`src/rtl/ram2e_pkg.sv`:
```
// Shared constants and types for the RAM2E C14M-domain DRAM/6502 timing generator.
package ram2e_pkg;

   localparam int unsigned S_W = 4;
   localparam int unsigned P_W = 5;

   localparam int unsigned REF_PERIOD_DEF = 13;
   localparam int unsigned PHI_NOM_DEF    = 14;
   localparam int unsigned PHI_LONG_DEF   = 16;

   localparam logic [S_W-1:0] S_IDLE     = 4'd0;
   localparam logic [S_W-1:0] S_START    = 4'd1;
   localparam logic [S_W-1:0] S_VDLAT    = 4'd3;
   localparam logic [S_W-1:0] S_REF      = 4'd4;
   localparam logic [S_W-1:0] S_C07XWIN  = 4'd7;
   localparam logic [S_W-1:0] S_C07XQUAL = 4'd8;
   localparam logic [S_W-1:0] S_BALAT    = 4'd10;
   localparam logic [S_W-1:0] S_MDLAT    = 4'd11;
   localparam logic [S_W-1:0] S_SAT      = 4'd15;

   localparam logic [P_W-1:0] P_MAX = 5'd31;

   typedef enum logic [1:0] {
      RASEL_ZERO = 2'b00,
      RASEL_HI   = 2'b01,
      RASEL_LO   = 2'b10
   } rasel_e;

   typedef struct packed {
      logic vdlat;
      logic c07xwin;
      logic c07xqual;
      logic balat;
      logic mdlat;
   } strobe_t;

endpackage

```
`src/rtl/ram2e_if.sv`:
```
// Bus between the timing generator (master) and the DRAM/bus logic it drives (slave).
interface ram2e_if;
   import ram2e_pkg::*;

   logic           PHI1;
   logic [S_W-1:0] S;
   logic           nRAS;
   logic           nCAS;
   logic [1:0]     RASEL;
   logic           MDBEN;
   logic           VDLAT;
   logic           C07XWIN;
   logic           C07XQUAL;
   logic           BALAT;
   logic           MDLAT;
   logic           REFCYC;
   logic           LOCK;
   logic           PERR;

   modport master (
      input  PHI1,
      output S, nRAS, nCAS, RASEL, MDBEN,
      output VDLAT, C07XWIN, C07XQUAL, BALAT, MDLAT,
      output REFCYC, LOCK, PERR
   );

   modport slave (
      output PHI1,
      input  S, nRAS, nCAS, RASEL, MDBEN,
      input  VDLAT, C07XWIN, C07XQUAL, BALAT, MDLAT,
      input  REFCYC, LOCK, PERR
   );

endinterface

```
`src/rtl/ram2e_phimon.sv`:
```
// PHI1 period monitor: measures C14M cycles between sync edges, reports lock and bad periods.
module ram2e_phimon
   import ram2e_pkg::*;
#(
   parameter int unsigned PHI_NOM  = PHI_NOM_DEF,
   parameter int unsigned PHI_LONG = PHI_LONG_DEF
) (
   input  logic clk,
   input  logic rst_n,
   input  logic se,
   output logic lock,
   output logic perr
);

   logic [P_W-1:0] p_q, p_d;
   logic           armed_q, armed_d;
   logic [1:0]     vcnt_q, vcnt_d;
   logic           lock_q, lock_d;
   logic           perr_q, perr_d;
   logic           period_ok;

   // The first sync edge only arms the measurement; later edges judge the elapsed period.
   always_comb begin
      p_d       = p_q;
      armed_d   = armed_q;
      vcnt_d    = vcnt_q;
      lock_d    = lock_q;
      perr_d    = 1'b0;
      period_ok = (p_q == P_W'(PHI_NOM)) || (p_q == P_W'(PHI_LONG));

      if (se) begin
         p_d     = P_W'(1);
         armed_d = 1'b1;
         if (armed_q) begin
            if (period_ok) begin
               if (vcnt_q != 2'd2) vcnt_d = vcnt_q + 2'd1;
               if (vcnt_q != 2'd0) lock_d = 1'b1;
            end else begin
               vcnt_d = 2'd0;
               lock_d = 1'b0;
               perr_d = 1'b1;
            end
         end
      end else if (p_q != P_MAX) begin
         p_d = p_q + P_W'(1);
      end

      // A period long enough to saturate the counter means PHI1 has stopped.
      if (!se && (p_d == P_MAX)) begin
         lock_d = 1'b0;
         vcnt_d = 2'd0;
      end
   end

   always_ff @(posedge clk or negedge rst_n) begin
      if (!rst_n) begin
         p_q     <= '0;
         armed_q <= 1'b0;
         vcnt_q  <= 2'd0;
         lock_q  <= 1'b0;
         perr_q  <= 1'b0;
      end else begin
         p_q     <= p_d;
         armed_q <= armed_d;
         vcnt_q  <= vcnt_d;
         lock_q  <= lock_d;
         perr_q  <= perr_d;
      end
   end

   assign lock = lock_q;
   assign perr = perr_q;

endmodule

```
`src/rtl/ram2e_timing.sv`:
```
// C14M phase sequencer locked to PHI1: generates DRAM RAS/CAS, address mux select,
// bus gating, latch strobes and the refresh-skip schedule.
module ram2e_timing
   import ram2e_pkg::*;
#(
   parameter int unsigned REF_PERIOD = REF_PERIOD_DEF,
   parameter int unsigned PHI_NOM    = PHI_NOM_DEF,
   parameter int unsigned PHI_LONG   = PHI_LONG_DEF
) (
   input  logic     C14M,
   input  logic     nRST,
   ram2e_if.master  bus
);

   localparam int unsigned REF_W = (REF_PERIOD > 1) ? $clog2(REF_PERIOD) : 1;

   logic             phi1_q, seen_q, se;
   logic [S_W-1:0]   s_q, s_d;
   logic [REF_W-1:0] ref_q, ref_d;
   logic             ras_n_q, ras_n_d;
   logic             cas_n_q, cas_n_d;
   logic             mdben_q, mdben_d;
   logic             refcyc_q, refcyc_d;
   rasel_e           rasel_q, rasel_d;
   strobe_t          stb_q, stb_d;
   logic             ref_slot;
   logic             lock, perr;

   // Rising PHI1 only counts once a low level has been seen since reset.
   assign se = bus.PHI1 & ~phi1_q & seen_q;

   always_comb begin
      s_d      = s_q;
      ref_d    = ref_q;
      ras_n_d  = 1'b1;
      cas_n_d  = 1'b1;
      rasel_d  = RASEL_ZERO;
      mdben_d  = 1'b0;
      stb_d    = '0;
      ref_slot = (s_q == S_REF) && (ref_q == '0);

      if (se)                  s_d = S_START;
      else if (s_q == S_IDLE)  s_d = S_IDLE;
      else if (s_q == S_SAT)   s_d = S_SAT;
      else                     s_d = s_q + S_W'(1);

      if (s_q == S_START)
         ref_d = (ref_q == REF_W'(REF_PERIOD - 1)) ? '0 : ref_q + REF_W'(1);

      ras_n_d = ~(se | (s_q inside {[S_START:4'd2]}) | ref_slot
                  | (s_q inside {[S_C07XWIN:S_BALAT]}));
      cas_n_d = ~((s_q inside {[4'd2:S_VDLAT]}) | ref_slot
                  | (s_q inside {[S_BALAT:S_MDLAT]}));

      if (s_q inside {[4'd6:S_C07XWIN]})          rasel_d = RASEL_HI;
      else if (s_q inside {[S_C07XQUAL:S_MDLAT]}) rasel_d = RASEL_LO;

      mdben_d        = (s_q >= S_BALAT);
      stb_d.vdlat    = (s_q == S_VDLAT);
      stb_d.c07xwin  = (s_q == S_C07XWIN);
      stb_d.c07xqual = (s_q == S_C07XQUAL);
      stb_d.balat    = (s_q == S_BALAT);
      stb_d.mdlat    = (s_q == S_MDLAT);
      refcyc_d       = (ref_d == '0);
   end

   always_ff @(posedge C14M or negedge nRST) begin
      if (!nRST) begin
         phi1_q   <= 1'b0;
         seen_q   <= 1'b0;
         s_q      <= S_IDLE;
         ref_q    <= '0;
         ras_n_q  <= 1'b1;
         cas_n_q  <= 1'b1;
         rasel_q  <= RASEL_ZERO;
         mdben_q  <= 1'b0;
         stb_q    <= '0;
         refcyc_q <= 1'b0;
      end else begin
         phi1_q   <= bus.PHI1;
         seen_q   <= seen_q | ~bus.PHI1;
         s_q      <= s_d;
         ref_q    <= ref_d;
         ras_n_q  <= ras_n_d;
         cas_n_q  <= cas_n_d;
         rasel_q  <= rasel_d;
         mdben_q  <= mdben_d;
         stb_q    <= stb_d;
         refcyc_q <= refcyc_d;
      end
   end

   ram2e_phimon #(
      .PHI_NOM  (PHI_NOM),
      .PHI_LONG (PHI_LONG)
   ) u_phimon (
      .clk   (C14M),
      .rst_n (nRST),
      .se    (se),
      .lock  (lock),
      .perr  (perr)
   );

   assign bus.S        = s_q;
   assign bus.nRAS     = ras_n_q;
   assign bus.nCAS     = cas_n_q;
   assign bus.RASEL    = rasel_q;
   assign bus.MDBEN    = mdben_q;
   assign bus.VDLAT    = stb_q.vdlat;
   assign bus.C07XWIN  = stb_q.c07xwin;
   assign bus.C07XQUAL = stb_q.c07xqual;
   assign bus.BALAT    = stb_q.balat;
   assign bus.MDLAT    = stb_q.mdlat;
   assign bus.REFCYC   = refcyc_q;
   assign bus.LOCK     = lock;
   assign bus.PERR     = perr;

endmodule

```
`src/flat_wrapper.sv`:
```
// flat-port wrapper written by rule: the top's interface ports become plain ports
module ram2e_timing_flat import ram2e_pkg::*;
#(
   parameter int unsigned REF_PERIOD = REF_PERIOD_DEF,
   parameter int unsigned PHI_NOM    = PHI_NOM_DEF,
   parameter int unsigned PHI_LONG   = PHI_LONG_DEF
)
  (C14M, nRST, bus_PHI1, bus_S, bus_nRAS, bus_nCAS, bus_RASEL, bus_MDBEN, bus_VDLAT, bus_C07XWIN, bus_C07XQUAL, bus_BALAT, bus_MDLAT, bus_REFCYC, bus_LOCK, bus_PERR);
  ram2e_if bus_i ();
  input  logic C14M;
  input  logic nRST;
  input wire logic [$bits(bus_i.PHI1)-1:0] bus_PHI1;
  output wire logic [$bits(bus_i.S)-1:0] bus_S;
  output wire logic [$bits(bus_i.nRAS)-1:0] bus_nRAS;
  output wire logic [$bits(bus_i.nCAS)-1:0] bus_nCAS;
  output wire logic [$bits(bus_i.RASEL)-1:0] bus_RASEL;
  output wire logic [$bits(bus_i.MDBEN)-1:0] bus_MDBEN;
  output wire logic [$bits(bus_i.VDLAT)-1:0] bus_VDLAT;
  output wire logic [$bits(bus_i.C07XWIN)-1:0] bus_C07XWIN;
  output wire logic [$bits(bus_i.C07XQUAL)-1:0] bus_C07XQUAL;
  output wire logic [$bits(bus_i.BALAT)-1:0] bus_BALAT;
  output wire logic [$bits(bus_i.MDLAT)-1:0] bus_MDLAT;
  output wire logic [$bits(bus_i.REFCYC)-1:0] bus_REFCYC;
  output wire logic [$bits(bus_i.LOCK)-1:0] bus_LOCK;
  output wire logic [$bits(bus_i.PERR)-1:0] bus_PERR;
  assign bus_i.PHI1 = bus_PHI1;
  assign bus_S = bus_i.S;
  assign bus_nRAS = bus_i.nRAS;
  assign bus_nCAS = bus_i.nCAS;
  assign bus_RASEL = bus_i.RASEL;
  assign bus_MDBEN = bus_i.MDBEN;
  assign bus_VDLAT = bus_i.VDLAT;
  assign bus_C07XWIN = bus_i.C07XWIN;
  assign bus_C07XQUAL = bus_i.C07XQUAL;
  assign bus_BALAT = bus_i.BALAT;
  assign bus_MDLAT = bus_i.MDLAT;
  assign bus_REFCYC = bus_i.REFCYC;
  assign bus_LOCK = bus_i.LOCK;
  assign bus_PERR = bus_i.PERR;
  ram2e_timing #(.REF_PERIOD(REF_PERIOD), .PHI_NOM(PHI_NOM), .PHI_LONG(PHI_LONG)) u_core (.C14M(C14M), .nRST(nRST), .bus(bus_i));
endmodule
```
`config.mk`:
```
export PLATFORM = sky130hd
export DESIGN_NAME = ram2e_timing_flat
export DESIGN_NICKNAME = d
export VERILOG_FILES = /design/src/rtl/ram2e_pkg.sv /design/src/rtl/ram2e_if.sv /design/src/rtl/ram2e_phimon.sv /design/src/rtl/ram2e_timing.sv /design/src/flat_wrapper.sv
export SDC_FILE = /design/constraint.sdc
export NUM_CORES = 1
export LEC_CHECK = 0
export CAP_MARGIN = 20
export CORE_ASPECT_RATIO = 1.2
export CORE_MARGIN = 4
export CORE_UTILIZATION = 23
export CTS_CLUSTER_SIZE = 12
export DETAILED_ROUTE_END_ITERATION = 16
export SLEW_MARGIN = 25
export SYNTH_ARGS = -nofsm -noshare
export SYNTH_HDL_FRONTEND = slang
export SYNTH_HIERARCHICAL = 1
export SYNTH_SLANG_ARGS = --single-unit
```
`constraint.sdc`:
```
create_clock -name C14M -period 4.23 [get_ports C14M]
set_clock_uncertainty 0.05 [all_clocks]
set_input_delay 0.423 -clock C14M [delete_from_list [all_inputs] [get_ports C14M]]
set_output_delay 0.423 -clock C14M [all_outputs]
set_load 0.005 [all_outputs]
```
==> flow_results.org <==
** Clock tree
- Post-cts gate resize count :: 0
- The number of setup buffers added after CTS is 0.
- Inserted Clock Buffers :: 5
- Hold_buf cts :: 0
- Number of buffers between clock root and the deepest sink :: 2
- Clock tree synthesis found a total of 31 sinks.
- Level count of the clock H-tree :: 2
- TritonCTS built the clock tree.
- Clock input transition at the sequential cells of the worst setup and hold paths :: 0.06 ns
- Clock root cell :: clkbuf_8
- Insertion delay of the later-clocked pin in the worst-skew pair :: 0.28 ns

** Floorplan
- The floorplan step set the die height to roughly 100 um.
- Measured along the x axis, the die boundary spans between 80 and 90 um.
- The initialized floorplan defines 33 standard-cell rows.
- For this configuration, the core starts out at a cell density of 23.71%.
- Area of the die :: about 8500 sq um
- 20 I/O pins were placed.
- The floorplan step defined a core boundary enclosing approximately 6900 sq um.

** Route
- Starting DRT DRC Count :: 49
- After detailed routing, the total wire length is 3264 um.
- Routed len/inst :: 12.27 um
- # DRC :: 0
- Vias per cell :: around 4.4
- Via count of the routed design :: 1170
- Detail Route Antenna Nets :: 0
- Total iterations of the first detailed-routing run :: 4

** Cells and area
- In the layout the commonest cells are dfrtp_1, clkdlybuf4s50_1, nor2_1, inv_1, ha_1.
- The multi-input combinational cells in the finished layout cover a total of 779.5 sq um.
- 0 antenna diodes ended up in the layout.
- Leaving out fill and tap cells, the most frequent cell in the layout is dfrtp_1.
- Fraction of final layout cells sized beyond drive strength 1 :: 11.17%
- In the final design database the tool counted 193 nets.
- Layout area overhead :: 24.71%
- Sequential cell area :: between 700 and 800 sq um
- Fill count :: between 700 and 800

** STA
- RSZ-0062 raised after global routing :: no
- Total negative setup slack :: 0 ns
- After layout, the minimum clock period comes to 2.250 ns.
- Derived from the worst setup path, the maximum achievable clock frequency is 444.4 MHz.
- Number of max-slew violations in the final report :: 0
- Final Hold Vio Count :: 0
- In the finished design, the share of the clock period the worst path needs comes to 53.19%.
- Slew at the pin closest to its max-slew limit :: 0.5243 ns
- Number of setup violations in the final report :: 0
- PnR worst setup slack :: between 1.5 and 2 ns
- Slew HR :: 65.05%

** Critical path
- Counting both buffers and inverters, the worst setup path holds a total of 1.
- Crit. End Element :: flip-flop
- STA puts the critical path data arrival time at 2.41 ns.
- For this run, the slowest stage of the critical path takes 0.50 ns.
- Slowest library cell on the worst path :: and3b_1
- Setup CP Type :: input port to flip-flop
- STA classifies the critical path startpoint as an input port.
- Family with the most delay on the worst path :: simple AND/OR/NAND/NOR gates
- Critical path, cell by cell :: clkdlybuf4s50_1 > and3b_1 > nor2b_1 > mux2i_1 > nand4_1 > a2111oi_2 > o21bai_1
- Critical-path maximum fanout :: 15
- For the worst setup path, the data required time is 4.39 ns.

** Yosys
- Synthesized instance count :: 156
- Post-synthesis net count :: between 150 and 200
- Summing every instance area after synthesis gives approximately 1600 sq um.
- During synthesis, Yosys emitted a total of 6 warnings.
- The netlist uses 48 different library cells.
- Count of state elements after synthesis :: 31
- Proportion of synthesized chip area in sequential cells :: 47.88%
- Average cell area after synthesis :: approximately 10 sq um
- The biggest area contributor in the post-synthesis netlist is dfrtp_1.
- Fraction of post-synthesis cell area in the top cell type by area :: between 40 and 50%
- In the synthesized netlist the dominant register cell turns out to be dfrtp_1.
- Counting flops with an async set or reset pin after synthesis yields a share of 100.0%.
- Counting flops with a built-in enable in the synthesized netlist gives 0.
- Top cells by area, synth :: dfrtp_1, ha_1, nor2_1

** Power and ir drop
- Static Leakage :: between 0.8 and 0.9 nW
- The worst-case IR drop observed on VDD is between 200 and 250 uV.
- Dividing total power by cell area gives a power density of approximately 660 nW/um^2.

** Status
- The run finished with clean final reports.

** Place
- After legalization and detailed placement, the total HPWL measured around 2300 um.
- Prior to clock tree synthesis, the placed netlist has a worst setup slack of around 1.6 ns.
- RD Place Congestion :: 0.7800
- Port Buffer Count :: 19

** Global routing
- Number of antenna violations at the first check in global routing :: 0
- The first global-routing pass estimated 5871 um of wire.
- Pin count of the biggest net entering global routing :: 32
- Aggregate global-route resource usage :: 8.792%
- Overflow left after global routing :: 0
- The via count of the first global-routing pass is about 1300.

** Worst hold path
- Worst hold path type :: flip-flop to flip-flop

** Job
- Count of maximum capacitance violations :: 0
==> cells in the mapped netlist, types with 2 or more instances <==
library cell and count:
a21oi_1 9, ha_1 12, o31ai_1 3, o21ai_0 3
nand2_1 8, nand2b_1 4, a31oi_1 2, and4bb_1 2
a211oi_1 2, nand3_1 2, o21bai_1 2, and2_1 5
buf_2 3, mux2i_1 2, dfrtp_1 29, clkbuf_1 2
and3b_1 2, nand4_1 3, nor3_1 3, nor2_1 15
and3_1 2, inv_1 12, dfstp_2 2, nor2b_1 3
==> area by class of cell <==
class                   count  area share, %
multi-input cells         108          38.46
flip-flops and latches     31          38.40
repair buffers             20          9.753
well taps                  87          5.370
clock buffers               6          4.074
inverters                  12          2.222
clock inverters             2          1.728
==> worst register-to-register path: cells and delay by family, from the launching register on <==
kind	cells	cell delay, ns
and+or+nand+nor	1	0.19
DFF	1	0.45
AOI/OAI and AO/OA	4	0.98
adders and majority gates	1	0.32
==> logic make-up after synthesis <==
group                    after synthesis  synth area share (%)
multiplexers                           3                 1.925
flip-flops                            31                 47.88
AO/OA/AOI/OAI                         31                 13.01
XOR/XNOR                               1                0.5390
adder cells (fa/ha/maj)               12                 9.238
AND/OR/NAND/NOR                       61                 23.25
buffers and inverters                 17                 4.157
==> layer usage <==
layer	track usage, %	routed length (um)	vias up
met4	4.385	52	0
met2	13.80	1554	18
li1	-	-	587
met1	10.62	1479	558
met5	0	0	-
met3	3.202	178	7
==> report_power, final <==
group	switching (mW)	leakage, nW	internal, mW
combinational	0.236	0.445	0.266
sequential	0.135	0.391	0.391
clock	0.110	0.0612	0.190
total	0.480	0.897	0.847
==> registers in the layout, summed over array words and instances, names as in the netlist <==
signal	cells
u_core/ref_q	4
u_core/seen_q	1
u_core/bus.nCAS	1
u_core/bus.C07XQUAL	1
u_core/u_phimon/armed_q	1
u_core/bus.nRAS	1
u_core/bus.MDLAT	1
u_core/u_phimon/perr	1
u_core/bus.VDLAT	1
u_core/u_phimon/p_q	5
u_core/bus.BALAT	1
u_core/bus.REFCYC	1
u_core/bus.RASEL	2
u_core/u_phimon/vcnt_q	2
u_core/phi1_q	1
u_core/bus.C07XWIN	1
u_core/bus.S	4
u_core/bus.MDBEN	1
u_core/u_phimon/lock	1
==> through the flow <==
| step | std cells | power [mW] | instance area [sq um] | util, % | hold slack, ns |
|---|---|---|---|---|---|
| 2_1_floorplan | 156 | 0.8303 | 1625 | - | 0.07741 |
| 3_3_place_gp | 258 | 1.026 | 1909 | 27.86 | 0.3972 |
| 3_5_place_dp | 258 | 1.035 | 1909 | 27.86 | 0.3977 |
| 4_1_cts | 266 | 1.346 | 2027 | 29.57 | 0.4160 |
| 5_1_grt | 266 | 1.446 | 2027 | 29.57 | 0.4298 |
| 6_report | 266 | 1.328 | 2027 | 29.57 | 0.4173 |
==> final timing paths <==
check | slack, ns | from | endpoint | cells past startpoint
setup / recovery | 1.98 | bus_PHI1 | u_core/u_phimon/vcnt_q[0] | 7
hold / removal | 0.42 | u_core/seen_q | u_core/seen_q | 1
setup reg to reg | 2.17 | u_core/u_phimon/p_q[1] | u_core/u_phimon/vcnt_q[0] | 6
hold reg to reg | 0.42 | u_core/seen_q | u_core/seen_q | 1
max in group asynchronous | 3.32 | nRST | u_core/bus.nRAS | 2
min in group asynchronous | 0.49 | nRST | u_core/ref_q[1] | 2
(Power assumes the default switching activity.)
